File: src/rtl/cla_pkg.sv
// Shared constants and helpers for the carry-lookahead adder.
package cla_pkg;

  localparam int CLA_BLOCK_W = 4;

  function automatic int num_blocks(input int n);
    return (n + CLA_BLOCK_W - 1) / CLA_BLOCK_W;
  endfunction

endpackage

File: src/rtl/cla_block4.sv
// 4-bit lookahead block: all internal carries are flat sum-of-products of g, p and cin.
module cla_block4
  import cla_pkg::*;
(
  input  logic [CLA_BLOCK_W-1:0] g,
  input  logic [CLA_BLOCK_W-1:0] p,
  input  logic                   cin,
  output logic [CLA_BLOCK_W-1:0] c,
  output logic                   grp_g,
  output logic                   grp_p
);

  // c[i] is the carry out of bit i of this block
  always_comb begin
    c[0]  = g[0] | (p[0] & cin);
    c[1]  = g[1] | (p[1] & g[0]) | (p[1] & p[0] & cin);
    c[2]  = g[2] | (p[2] & g[1]) | (p[2] & p[1] & g[0]) | (p[2] & p[1] & p[0] & cin);
    grp_g = g[3] | (p[3] & g[2]) | (p[3] & p[2] & g[1]) | (p[3] & p[2] & p[1] & g[0]);
    grp_p = &p;
    c[3]  = grp_g | (grp_p & cin);
  end

endmodule

File: src/rtl/cla_adder_reg.sv
// N-bit carry-lookahead adder with registered sum/carry-out.
// Define CLA_ADDER_INPUT_REG_EN to register the inputs as well (latency 2 instead of 1).
module cla_adder_reg
  import cla_pkg::*;
#(
  parameter int N = 8
) (
  input  logic         clk,
  input  logic         reset,
  input  logic         in_valid,
  input  logic [N-1:0] a,
  input  logic [N-1:0] b,
  input  logic         c_in,
  output logic [N-1:0] s,
  output logic         c_out,
  output logic         out_valid
);

  localparam int NB = num_blocks(N);
  localparam int NP = NB * CLA_BLOCK_W;
  localparam logic [NP-1:0] CO_SEL = NP'(1) << (N - 1);

  logic [N-1:0] core_a, core_b;
  logic         core_c, core_v;

`ifdef CLA_ADDER_INPUT_REG_EN
  logic [N-1:0] a_q, a_d, b_q, b_d;
  logic         c_in_q, c_in_d, in_valid_q, in_valid_d;

  always_comb begin
    a_d        = a;
    b_d        = b;
    c_in_d     = c_in;
    in_valid_d = in_valid;
  end

  always_ff @(posedge clk) begin
    if (reset) begin
      a_q        <= '0;
      b_q        <= '0;
      c_in_q     <= 1'b0;
      in_valid_q <= 1'b0;
    end else begin
      a_q        <= a_d;
      b_q        <= b_d;
      c_in_q     <= c_in_d;
      in_valid_q <= in_valid_d;
    end
  end

  assign core_a = a_q;
  assign core_b = b_q;
  assign core_c = c_in_q;
  assign core_v = in_valid_q;
`else
  assign core_a = a;
  assign core_b = b;
  assign core_c = c_in;
  assign core_v = in_valid;
`endif

  // Bit-level generate/propagate; padding bits of a partial top block stay 0
  logic [NP-1:0] g_pad, p_pad, co_all, c_into;
  logic [NB-1:0] grp_g, grp_p, blk_cin, pre_g, pre_p;
  logic [NB:0]   blk_c;

  always_comb begin
    g_pad        = '0;
    p_pad        = '0;
    g_pad[N-1:0] = core_a & core_b;
    p_pad[N-1:0] = core_a ^ core_b;
  end

  for (genvar j = 0; j < NB; j++) begin : g_blk
    cla_block4 u_blk (
      .g     (g_pad[j*CLA_BLOCK_W +: CLA_BLOCK_W]),
      .p     (p_pad[j*CLA_BLOCK_W +: CLA_BLOCK_W]),
      .cin   (blk_cin[j]),
      .c     (co_all[j*CLA_BLOCK_W +: CLA_BLOCK_W]),
      .grp_g (grp_g[j]),
      .grp_p (grp_p[j])
    );
  end

  // Second level: log-depth parallel prefix over group G/P. Descending j within
  // a level means pre_*[j-d] still holds the previous level's value.
  always_comb begin
    pre_g = grp_g;
    pre_p = grp_p;
    for (int d = 1; d < NB; d = d * 2) begin
      for (int j = NB - 1; j >= d; j--) begin
        pre_g[j] = pre_g[j] | (pre_p[j] & pre_g[j-d]);
        pre_p[j] = pre_p[j] & pre_p[j-d];
      end
    end
    blk_c[0] = core_c;
    for (int j = 0; j < NB; j++) begin
      blk_c[j+1] = pre_g[j] | (pre_p[j] & core_c);
    end
  end

  assign blk_cin = blk_c[NB-1:0];

  always_comb begin
    c_into = {co_all[NP-2:0], 1'b0};
    for (int j = 0; j < NB; j++) begin
      c_into[j*CLA_BLOCK_W] = blk_cin[j];
    end
  end

  logic [N-1:0] sum;
  logic         carry;

  // A partial top block has zeroed padding, so its group carry is not bit N's carry
  assign sum   = N'(p_pad ^ c_into);
  assign carry = (N % CLA_BLOCK_W == 0) ? blk_c[NB] : |(co_all & CO_SEL);

  logic [N-1:0] s_q, s_d;
  logic         c_out_q, c_out_d, out_valid_q, out_valid_d;

  always_comb begin
    s_d         = s_q;
    c_out_d     = c_out_q;
    out_valid_d = core_v;
    if (core_v) begin
      s_d     = sum;
      c_out_d = carry;
    end
  end

  always_ff @(posedge clk) begin
    if (reset) begin
      s_q         <= '0;
      c_out_q     <= 1'b0;
      out_valid_q <= 1'b0;
    end else begin
      s_q         <= s_d;
      c_out_q     <= c_out_d;
      out_valid_q <= out_valid_d;
    end
  end

  assign s         = s_q;
  assign c_out     = c_out_q;
  assign out_valid = out_valid_q;

endmodule

File: config.mk
export PLATFORM = sky130hd
export DESIGN_NAME = cla_adder_reg
export DESIGN_NICKNAME = d
export VERILOG_FILES = /design/src/rtl/cla_pkg.sv /design/src/rtl/cla_block4.sv /design/src/rtl/cla_adder_reg.sv
export SDC_FILE = /design/constraint.sdc
export NUM_CORES = 1
export LEC_CHECK = 0
export ABC_AREA = 0
export ABC_CLOCK_PERIOD_IN_PS = 5300
export CAP_MARGIN = 20
export CELL_PAD_IN_SITES_DETAIL_PLACEMENT = 0
export CELL_PAD_IN_SITES_GLOBAL_PLACEMENT = 1
export CORE_UTILIZATION = 31
export CTS_CLUSTER_SIZE = 24
export DETAILED_ROUTE_END_ITERATION = 12
export PLACE_DENSITY = 0.86
export RECOVER_POWER = 50
export SLEW_MARGIN = 20
export SYNTH_ARGS = -nofsm -noshare
export SYNTH_HDL_FRONTEND = slang
export SYNTH_SLANG_ARGS = --single-unit
File: constraint.sdc
create_clock -name clk -period 5.3 [get_ports clk]
set_clock_uncertainty 0.05 [all_clocks]
set_input_delay 0.795 -clock clk [delete_from_list [all_inputs] [get_ports clk]]
set_output_delay 0.795 -clock clk [all_outputs]
set_load 0.05 [all_outputs]
==> results.cfg <==
[die]
dieHeight_um = 49.6
core.rowCount = 16
start_util_pct = 34.4
fp.dieW_um = 49.6
io_pins = 30
die_area_mm2 = 0.00246
core_mm2 = 0.00204

[clocking]
numCtsBuffers = 3
clock_sinks = 10
post_cts_resized = 0
postCtsSetupRepairBufs = 0
clock_latency_ns = 0.26
htree_levels = 1
clockBufferDepth = 2
cts-root-buf = clkbuf_4
cts_tree = built
ctsHoldBuffers = 0
clk_pin_slew_ns = 0.07

[synth]
synth_seq_cells = 10
synth_area_um2 = 702
yosysUniqueCellTypes = 30
syn_inst = 80
syn_avg_cell_area_um2 = 8.77
syn_nets = 110
ys_warn_count = 0
ys_seq_area_share_pct = 28.5

[timing]
setup_viol_count_final = 0
slew-limit-headroom_pct = 65.4
finalCritPeriodShare_pct = 58.6
fin_crit_ns = 3.11
finalSetupTns_ns = 0
rsz0062_at_grt = no
drv_slew = 0
worst_pin_slew_ns = 0.517
max_freq_ghz = 0.322
finalHoldViolCount = 0

[power_and_ir_drop]
leakage_uw = 0.000457
ir_drop_v = 0.000110
cellPowerDensity_mw_per_mm2 = 240

[placement]
dpl_cell_area_mm2 = 0.00102
gp_congestion = 0.759
dp_hpwl_um = 1260
numPortBuffers = 29

[worst_setup_path]
critPathBufInv = 1
r2r-start = s[6]
cp_max_fo = 3
r2r_slack_ns = 4.44
cpMaxStageDelayCell = dlygate4sd3_1
cp_cell_sequence = dlygate4sd3_1, ha_1, a211oi_1, nor2_1, o21ai_0, nand2_1, fa_1, xnor2_1, a211oi_1
r2r_end = s[6]
end_kind = flop
crit_path_start_kind = input pin
cp_common_cell = a211oi_1
ff2ff_path_depth = 2
cp_slowest_stage_delay_ns = 0.55
worstSetupPathType = input pin to flop
crit_arrival_ns = 3.23
crit_required_ns = 5.42
cpLargestDelayFamily = compound AO/OA/AOI/OAI gates

[global_routing]
grt_remaining_overflow = 0
grt_pass1_vias = 612
grt_start_max_net_pins = 15
grt_use_total_pct = 13.7
grt_pass1_wl_um = 2570
grt_antenna_before_repair = 0

[cells_and_area]
regArea_um2 = 200
finalInstanceArea_mm2 = 0.00105
drive_gt1_share_pct = 6.31
areaGrowthSynthToFinish_pct = 49.6
fin_nets = 142
diodes = 0
multi_input_area_um2 = 463
fill_cells = 213

[run]
max_cap_viol_count = 0

[worst_hold_path]
hold_path_end = s[2]
min-delay-start = s[2]
hold_depth = 2
hp-class = flop to flop

[routing]
route.detailed.drc = 0
routed_wl_um = 1470
wire_per_inst_um = 10.7
first_pass_iters = 3
vias_per_cell = 4.83
drtIter0Drc = 14
drtAntennaViolNets = 0
vias = 667

[outcome]
outcome = completed
[cell families (layout without fill, tap and decap cells)]
logic type                 Yosys count  in the layout  share of synthesized area (%)
DFF                                 10             10                           28.5
and+or+nand+nor                     24             24                           17.8
adders and majority gates           10             10                           20.0
buffers and inverters                9             40                           4.81
xor gates and xnor gates             2              2                           2.50
muxes                                2              2                           2.85
AOI/OAI and AO/OA                   23             23                           23.5
[worst max-delay path by stage]
| stage | startpoint | to | slack, ns | cells past startpoint |
|---|---|---|---|---|
| 2_1_floorplan | a[0] | s[5] | 2.75 | 8 |
| 3_3_place_gp | a[0] | s[5] | 2.21 | 9 |
| 3_5_place_dp | a[0] | s[5] | 2.14 | 9 |
| 4_1_cts | a[0] | s[5] | 2.41 | 9 |
| 5_1_grt | a[0] | s[5] | 1.99 | 9 |
| 6_report | a[0] | s[5] | 2.19 | 9 |
[power by group]
| part | leakage, uW | total [uW] | switching (uW) | internal [uW] |
|---|---|---|---|---|
| clock | 0.0000210 | 67.9 | 26.3 | 41.6 |
| sequential | 0.0000828 | 85.5 | 3.07 | 82.5 |
| combinational | 0.000353 | 98.6 | 55.7 | 42.9 |
[state kept, by name, summed over array words and instances, names as in the netlist]
register and flops:
s 8, out_valid 1, c_out 1
[synthesized netlist by cell type]
cell type / n / area (um2)
nor3b_1: 3 / 22.5
a21oi_1: 4 / 20.0
a31o_1: 1 / 8.76
a211o_1: 1 / 8.76
nand2b_1: 2 / 12.5
o21ai_0: 3 / 15.0
a311oi_1: 1 / 8.76
nor2_1: 10 / 37.5
a211oi_1: 4 / 30.0
o21ai_1: 1 / 5.00
a21o_1: 2 / 15.0
xnor2_1: 2 / 17.5
or3_1: 1 / 6.26
dfxtp_1: 10 / 200
mux2i_1: 2 / 20.0
fa_1: 2 / 40.0
ha_1: 8 / 100
or2_2: 1 / 6.26
a21o_2: 1 / 8.76
nand2_1: 4 / 15.0
nand3_1: 1 / 5.00
o211ai_1: 2 / 15.0
a311o_1: 1 / 10.0
o31ai_1: 1 / 7.51
clkbuf_1: 1 / 3.75
nor4_2: 1 / 12.5
buf_1: 1 / 3.75
nand3b_1: 1 / 7.51
a211oi_2: 1 / 12.5
inv_1: 7 / 26.3
[per-layer routing]
metal	GRT usage, %	share of wire (%)	vias to the layer above
li1	-	-	356
met1	17.5	49	290
met2	22.1	45	19
met3	2.16	3.9	2
met4	7.14	1.8	0
met5	0	0	-
[metrics by stage]
step	setup WS (ns)	util, %	instances	hold WS [ns]	power, uW
final	2.19	51.4	138	0.425	252
after global routing	1.99	51.4	138	0.467	270
after CTS	2.41	51.7	138	0.430	259
after detailed placement	2.14	49.9	134	0.419	190
after global placement	2.21	49.9	134	0.411	189
after floorplan	2.75	-	80	0.640	153
[cell usage in the layout (no fill, tap or decap)]
cell	instances
nor3b_1	3
ha_1	8
o21ai_1	1
xnor2_1	2
a311oi_1	1
clkbuf_4	3
a211o_1	1
a211oi_1	5
nand3b_1	1
nor4_2	1
o21ai_0	3
dlygate4sd3_1	8
a31o_1	1
a311o_1	1
a21oi_1	4
clkbuf_8	1
fa_1	2
nand2b_1	2
o31ai_1	1
or2_2	1
a21o_2	1
clkdlybuf4s50_1	21
dfxtp_1	10
inv_1	7
nand3_1	1
o211ai_1	2
nor2_1	10
nand2_1	4
or3_1	1
mux2i_1	2
a21o_1	2
[tightest hold or removal path, delay by kind of cell (launching register included)]
kind               cells  cell delay [ns]
DFF                    1             0.31
and+or+nand+nor        1             0.07
AOI/OAI and AO/OA      1             0.05
[final cells by class]
type	instances	area share [%]
clock buffers	4	3.46
flip-flops and latches	10	19.1
repair buffers	29	27.7
well taps	27	3.22
multi-input cells	61	44.1
inverters	7	2.50
Note: power is estimated with default switching activity, not from simulation.
